File: config.mk
export PLATFORM = sky130hd
export DESIGN_NAME = trivium_keystream_gen
export DESIGN_NICKNAME = d
export VERILOG_FILES = /design/src/rtl/trivium_keystream_gen.sv
export SDC_FILE = /design/constraint.sdc
export NUM_CORES = 1
export LEC_CHECK = 0
export BUFFER_PORTS_ARGS = -buffer_cell sky130_fd_sc_hd__buf_2
export CAP_MARGIN = 40
export CORE_UTILIZATION = 62
export DETAILED_ROUTE_END_ITERATION = 16
export PLACE_DENSITY = 0.95
export SYNTH_ARGS = -nofsm -noshare
export SYNTH_HDL_FRONTEND = slang
export SYNTH_SLANG_ARGS = --single-unit
File: constraint.sdc
create_clock -name clk -period 5.3 [get_ports clk]
set_clock_uncertainty 0.15 [all_clocks]
set_input_delay 0.53 -clock clk [delete_from_list [all_inputs] [get_ports clk]]
set_output_delay 0.53 -clock clk [all_outputs]
set_load 0.02 [all_outputs]
File: src/rtl/trivium_keystream_gen.sv
// Trivium keystream producer: key/IV load, warm-up rounds, then keystream bytes
// pushed into a downstream byte FIFO with a write/full handshake.
module trivium_keystream_gen #(
  parameter int WARMUP_ROUNDS = 1152,
  parameter int LEN_W         = 16
) (
  input  logic             clk,
  input  logic             rst,
  input  logic             start,
  input  logic             stop,
  input  logic [79:0]      key,
  input  logic [79:0]      iv,
  input  logic [LEN_W-1:0] nbytes,
  input  logic             fifo_full,
  output logic             write,
  output logic [7:0]       dout,
  output logic             busy,
  output logic             done,
  output logic [1:0]       dbg_state
);

  // Handshake: a byte is transferred on every rising edge where write is 1,
  // write = byte_vld & ~fifo_full; while byte_vld & fifo_full, dout and the
  // cipher state hold until the FIFO frees up.
  typedef enum logic [1:0] {
    IDLE   = 2'd0,
    WARMUP = 2'd1,
    GEN    = 2'd2
  } state_t;

  localparam logic [10:0] RND_LAST = 11'(WARMUP_ROUNDS - 1);

  state_t           state;
  logic [288:1]     s;
  logic [10:0]      rnd_cnt;
  logic [2:0]       bit_cnt;
  logic [6:0]       shreg;
  logic [LEN_W-1:0] byte_cnt;
  logic [LEN_W-1:0] nbytes_r;
  logic             byte_vld;

  logic             t1, t2, t3, z;
  logic [288:1]     s_next;
  logic [288:1]     s_load;
  logic [LEN_W-1:0] byte_cnt_inc;
  logic             fin;
  logic             advance;

  // Key bit K1 is key[79] but lands in s1, so both vectors are bit-reversed.
  function automatic logic [80:1] rev80(input logic [79:0] x);
    logic [80:1] r;
    for (int i = 1; i <= 80; i++) r[i] = x[80-i];
    return r;
  endfunction

  always_comb begin
    t1 = s[66] ^ s[93];
    t2 = s[162] ^ s[177];
    t3 = s[243] ^ s[288];
    z  = t1 ^ t2 ^ t3;
    t1 = t1 ^ (s[91] & s[92]) ^ s[171];
    t2 = t2 ^ (s[175] & s[176]) ^ s[264];
    t3 = t3 ^ (s[286] & s[287]) ^ s[69];
    s_next = {s[287:178], t2, s[176:94], t1, s[92:1], t3};
  end

  assign s_load = {3'b111, 112'd0, rev80(iv), 13'd0, rev80(key)};

  // fin marks the pending byte as the last one requested; no rounds follow it.
  assign byte_cnt_inc = byte_cnt + LEN_W'(1);
  assign fin     = (nbytes_r != '0) && byte_vld && (byte_cnt_inc == nbytes_r);
  assign advance = (state == GEN) && !(byte_vld && fifo_full) && !fin;

  assign write     = byte_vld & ~fifo_full;
  assign done      = write & fin & ~stop;
  assign busy      = (state != IDLE);
  assign dbg_state = state;

  always_ff @(posedge clk) begin
    if (rst) begin
      state    <= IDLE;
      s        <= '0;
      rnd_cnt  <= '0;
      bit_cnt  <= '0;
      shreg    <= '0;
      byte_cnt <= '0;
      nbytes_r <= '0;
      byte_vld <= 1'b0;
      dout     <= '0;
    end else begin
      case (state)
        IDLE: begin
          if (start) begin
            s        <= s_load;
            rnd_cnt  <= '0;
            bit_cnt  <= '0;
            byte_cnt <= '0;
            nbytes_r <= nbytes;
            byte_vld <= 1'b0;
            state    <= WARMUP;
          end
        end
        WARMUP: begin
          if (stop) begin
            state <= IDLE;
          end else begin
            s       <= s_next;
            rnd_cnt <= rnd_cnt + 11'd1;
            if (rnd_cnt == RND_LAST) begin
              state   <= GEN;
              bit_cnt <= '0;
            end
          end
        end
        GEN: begin
          if (stop) begin
            state    <= IDLE;
            byte_vld <= 1'b0;
          end else begin
            if (write) begin
              byte_vld <= 1'b0;
              byte_cnt <= byte_cnt_inc;
              if (fin) state <= IDLE;
            end
            if (advance) begin
              s       <= s_next;
              bit_cnt <= bit_cnt + 3'd1;
              if (bit_cnt == 3'd7) begin
                dout     <= {shreg, z};
                byte_vld <= 1'b1;
              end else begin
                shreg <= {shreg[5:0], z};
              end
            end
          end
        end
        default: state <= IDLE;
      endcase
    end
  end

endmodule
Word-level counts from Yosys, hierarchy flattened
Index checks and enable logic that the tools add are counted.

word-level totals
  bits of input ports = 181
  register bits after elaboration = 352

operators by class
  bitwise logic cells = 20
  reductions and logical operators = 22
  $add $sub $neg = 3
  mux-type cells = 31
  equal/unequal tests = 14

operator list
  cell                                           count
  2-to-1 mux 288 bit                             4
  one-hot mux 288 bit (3 select lines)           1
  2-to-1 mux 16 bit                              3
  one-hot mux 16 bit (2 select lines)            1
  2-to-1 mux 11 bit                              2
  one-hot mux 11 bit (2 select lines)            1
  adder 16 x 1 -> 16 bit, second input constant  1
  == test 16 bit                                 1
  AND reduction 4 bit                            4
  nonzero test 16 bit                            1
  2-to-1 mux 3 bit                               5
  2-to-1 mux 2 bit                               6
  inequality test 2 bit, second input constant   6
  adder 11 x 1 -> 11 bit, second input constant  1
  == test 11 bit, second input constant          1
  bitwise XOR 1 bit                              11
  inequality test 3 bit, second input constant   3
  one-hot mux 3 bit (3 select lines)             1
  bitwise AND 1 bit                              6
  one-hot mux 2 bit (3 select lines)             1
  AND reduction 6 bit                            1
  nonzero test 2 bit                             3
  logical AND 1 bit                              5
  2-to-1 mux 1 bit                               5
  12 further kinds                               16

Longest topological paths before layout
  word-level depth = 8
  gate-level depth with buffers = 13
  depth with buffers taken out = 10

Worst setup path before layout
OpenSTA, ideal clock, no wires.

  kind = flip-flop to output port
  from = reg byte_cnt[0]
  to = out done
  buffers on the path = 0
  data required time = 4620 ps
  arrival = 2179 ps
  stages on the path, launching flop included = 8
  slack = 2441 ps
  cells stage by stage = dfxtp_1 > ha_1 > nand3_1 > nor4_4 > xnor2_1 > nor4_4 > nand3_1 > nor3_1

on the way
  cells in the longest elaborated chain, start to end = 5

RTL lines
  item                             RTL line  text
  start: declaration               38        logic [LEN_W-1:0] byte_cnt;
  start signal: assignment         122       byte_cnt <= byte_cnt_inc;
  adder 16 x 1 -> 16 bit           70        assign byte_cnt_inc = byte_cnt + LEN_W'(1);
  == test 16 bit                   71        assign fin = (nbytes_r != '0) && byte_vld && (byte_cnt_inc == nbytes_r);
  logical AND 1 bit                71
  bitwise AND 1 bit (2 in series)  75        assign done = write & fin & ~stop;
  end: declaration                 18        output logic done,

No other way between the ends.

Final worst setup path
  from = reg byte_cnt[0]
  to = reg s[288] in the netlist's numbering

on the way
  cells in the longest elaborated chain, start to end = 7

RTL lines
  item                                    RTL line  text
  adder 16 x 1 -> 16 bit                  70
  == test 16 bit                          71
  logical AND 1 bit                       71
  logical NOT 1 bit                       72        assign advance = (state == GEN) && !(byte_vld && fifo_full) && !fin;
  logical AND 1 bit                       72
  inequality test 2 bit (no source line)  -
  AND reduction 5 bit (no source line)    -
  end signal: assignment                  94        s <= s_load;
  end signal: assignment                  107       s <= s_next;
  end signal: assignment                  126       s <= s_next;
  end: declaration                        34        logic [288:1] s;

No other way between the ends.
A chain may end at the register's enable or synchronous reset.

==> flow_summary.ini <==
[pwr]
p_switching_uw = 1740
power_frac_clock = 0.387
leakage_uw = 0.00650
p_int_uw = 4690
irDropWorstVdd_mv = 0.354
combPwrFrac = 0.153
sw_frac_of_total = 0.270
seqPwrFrac = 0.460
power_density_nw_per_um2 = 374

[setup_path]
worstPathRequired_ps = 5560
criticalPathCategory = register to register
r2r_cells = 10
reg2reg_setup_slack_ps = 1520
crit_path_start = byte_cnt[0]
critPathArrivalTime_ps = 4040
cp-end-kind = register
cp-start-kind = register
r2r_start = byte_cnt[0]
path_max_fanout = 112

[place]
place.gp.congestion = 0.858
dp_hpwl_um = 20200
placement.io_buffers = 193
placed_area_um2 = 16000
dp_slack_ps = 1590

[route]
drt_iter0_drc = 1048
avgRoutedWirePerCell_um = 16.0
antenna_left = 0
wl_um = 34500
vias_per_cell = 5.93
drc = 0
drt-pass1-iter-count = 7
via_count = 12800

[floorplanning]
row_count = 56
core_um2 = 23700
ios = 194
die_w_um = 158
dieArea_um2 = 25000
start_util = 0.639
die_h_um = 158

[clock_tree]
cts_hold_buffers = 0
cts_buffers = 36
path_clk_slew_ps = 60
worstSkewPairLatency_ps = 530
cts_tree = built
ctsRootBufferMaster = clkbuf_16
htreeDepth = 2
ctsResizeCount = 0
cts_buffer_depth = 3
cts.sinks = 352
cts_setup_buffers = 0

[sta]
fmax_mhz = 264
min_period_ps = 3780
relSlewSlack = 0.421
finalSetupViolations = 0
tns_ps = 0
worst_slew_pin_slew_ps = 868
fin_crit_sh = 0.713
rsz0062_at_grt = no
maxSlewViolCount = 0
hold_violations = 0
layout_setup_ws_ps = 1520

[logic_synthesis]
synth.largest_area_cell = dfxtp_1
async_flop_share = 0
synth_nets = 1911
synth_area_um2 = 15100
synth.distinct_cells = 55
synth.most_common_cell = dfxtp_1
synth_edf_count = 0
synth_commonest_cells = dfxtp_1, nor2_1, nand2_1
syn_inst = 1721
avgSynthCellArea_um2 = 8.79
synth_warnings = 0
yosysSeqAreaShare = 0.466
synthTopCellsByArea = dfxtp_1, mux2i_1, a211oi_1
synth.ff_latch_count = 352
ys.flop_type = dfxtp_1
synth_top_area_share = 0.466

[global_routing]
grt_first_pass_wirelength_um = 56000
grt_usage = 0.271
grt_overflow_total = 0
grt_pass1_vias = 12100
antenna_found_initial = 3
grt_max_degree = 160

[final_layout]
layout-drive-gt1-share = 0.152
fin_util = 0.725
fin_area_um2 = 17200
nets = 2000
area_growth_pct = 13.5

[hold_path]
min_from = nbytes[0]
hold_class = primary input to register
holdPathStages = 3

[job]
maxCapViolCount = 0

[run_status]
status = finished, final reports clean
-- cell families (layout without fill, tap and decap cells) --
logic type | count (synthesis) | after routing | synth area share
AND/OR/NAND/NOR | 614 | 614 | 0.182
XOR/XNOR | 42 | 42 | 0.0252
flip-flops | 352 | 352 | 0.466
adder cells (fa/ha/maj) | 9 | 9 | 0.00744
buffers and inverters | 160 | 272 | 0.0494
multiplexers | 173 | 173 | 0.114
AO/OA/AOI/OAI | 371 | 371 | 0.156
other | 0 | 2 | 0
-- metrics by stage --
| step | total power (uW) | std cells | hold WS [ps] |
|---|---|---|---|
| after global routing | 6670 | 2154 | 95.8 |
| after detailed placement | 3960 | 2091 | 294 |
| after floorplan | 3750 | 1721 | 282 |
| after global placement | 3910 | 2090 | 288 |
| final | 6420 | 2154 | 98.3 |
| after CTS | 6440 | 2152 | 89.5 |
-- placed cells by master (no fill, tap or decap), types with 3 or more instances in the layout --
cell type,n
a21oi_1,170
nand3_1,142
buf_2,192
nand4_1,9
a311oi_1,7
or2_2,3
nor2_1,210
o21ai_0,11
nand2b_1,4
dfxtp_1,352
a211oi_1,160
and2_1,3
clkinv_2,6
clkbuf_16,38
nor2b_1,3
xor2_1,17
nand3b_1,7
buf_12,9
and3_1,3
nor4_4,3
buf_4,3
mux2i_1,173
clkbuf_8,8
xnor2_1,24
and4_1,3
nor4_1,9
nor3_1,9
inv_1,6
ha_1,8
a22oi_1,4
clkbuf_1,6
o211ai_1,3
nand2_1,191
-- worst max-delay path: stages, from the launching register on --
cell and delay [ps]:
dfxtp_1 440, ha_1 280, nand3_1 280, o221a_2 380, a311oi_1 310, a21oi_1 130
nand4_2 130, and3b_4 660, buf_12 440, nor2_1 120, a311oi_1 280
-- path summary, 6_finish.rpt --
check / to
hold / removal: nbytes_r[0]
setup / recovery: s[288]
setup reg to reg: s[288]
hold reg to reg: s[201]
-- metal layers --
metal  share of wire  vias to the layer above  GRT usage
li1                -                     6247          -
met4           0.029                        2     0.0952
met3           0.061                       86     0.0684
met2            0.49                      373      0.467
met5         0.00035                        -          0
met1            0.42                     6073      0.325
-- sequential cells by signal, indices dropped and copies added (netlist names), 2 cells and up --
signal,cells
nbytes_r,16
byte_cnt,16
rnd_cnt,11
bit_cnt,3
shreg,7
dout,8
s,288
dbg_state,2
-- power by group through the flow --
stage | Sequential, uW | Combinational, uW | Clock, uW
3_5_place_dp | 3000 | 958 | 0
3_3_place_gp | 2990 | 917 | 0
4_1_cts | 2950 | 976 | 2510
6_report | 2960 | 982 | 2490
2_1_floorplan | 2970 | 783 | 0
5_1_grt | 2970 | 1080 | 2620
-- final cells by class --
type                    instances  area [um2]
inverters                       6        22.5
multi-input cells            1209        7350
fillers                      1611        6510
clock inverters                 9        85.1
clock buffers                  52        1080
flip-flops and latches        352        7050
well taps                     319         399
diodes                          2        5.00
repair buffers                205        1180
Note: power is estimated with default switching activity, not from simulation.
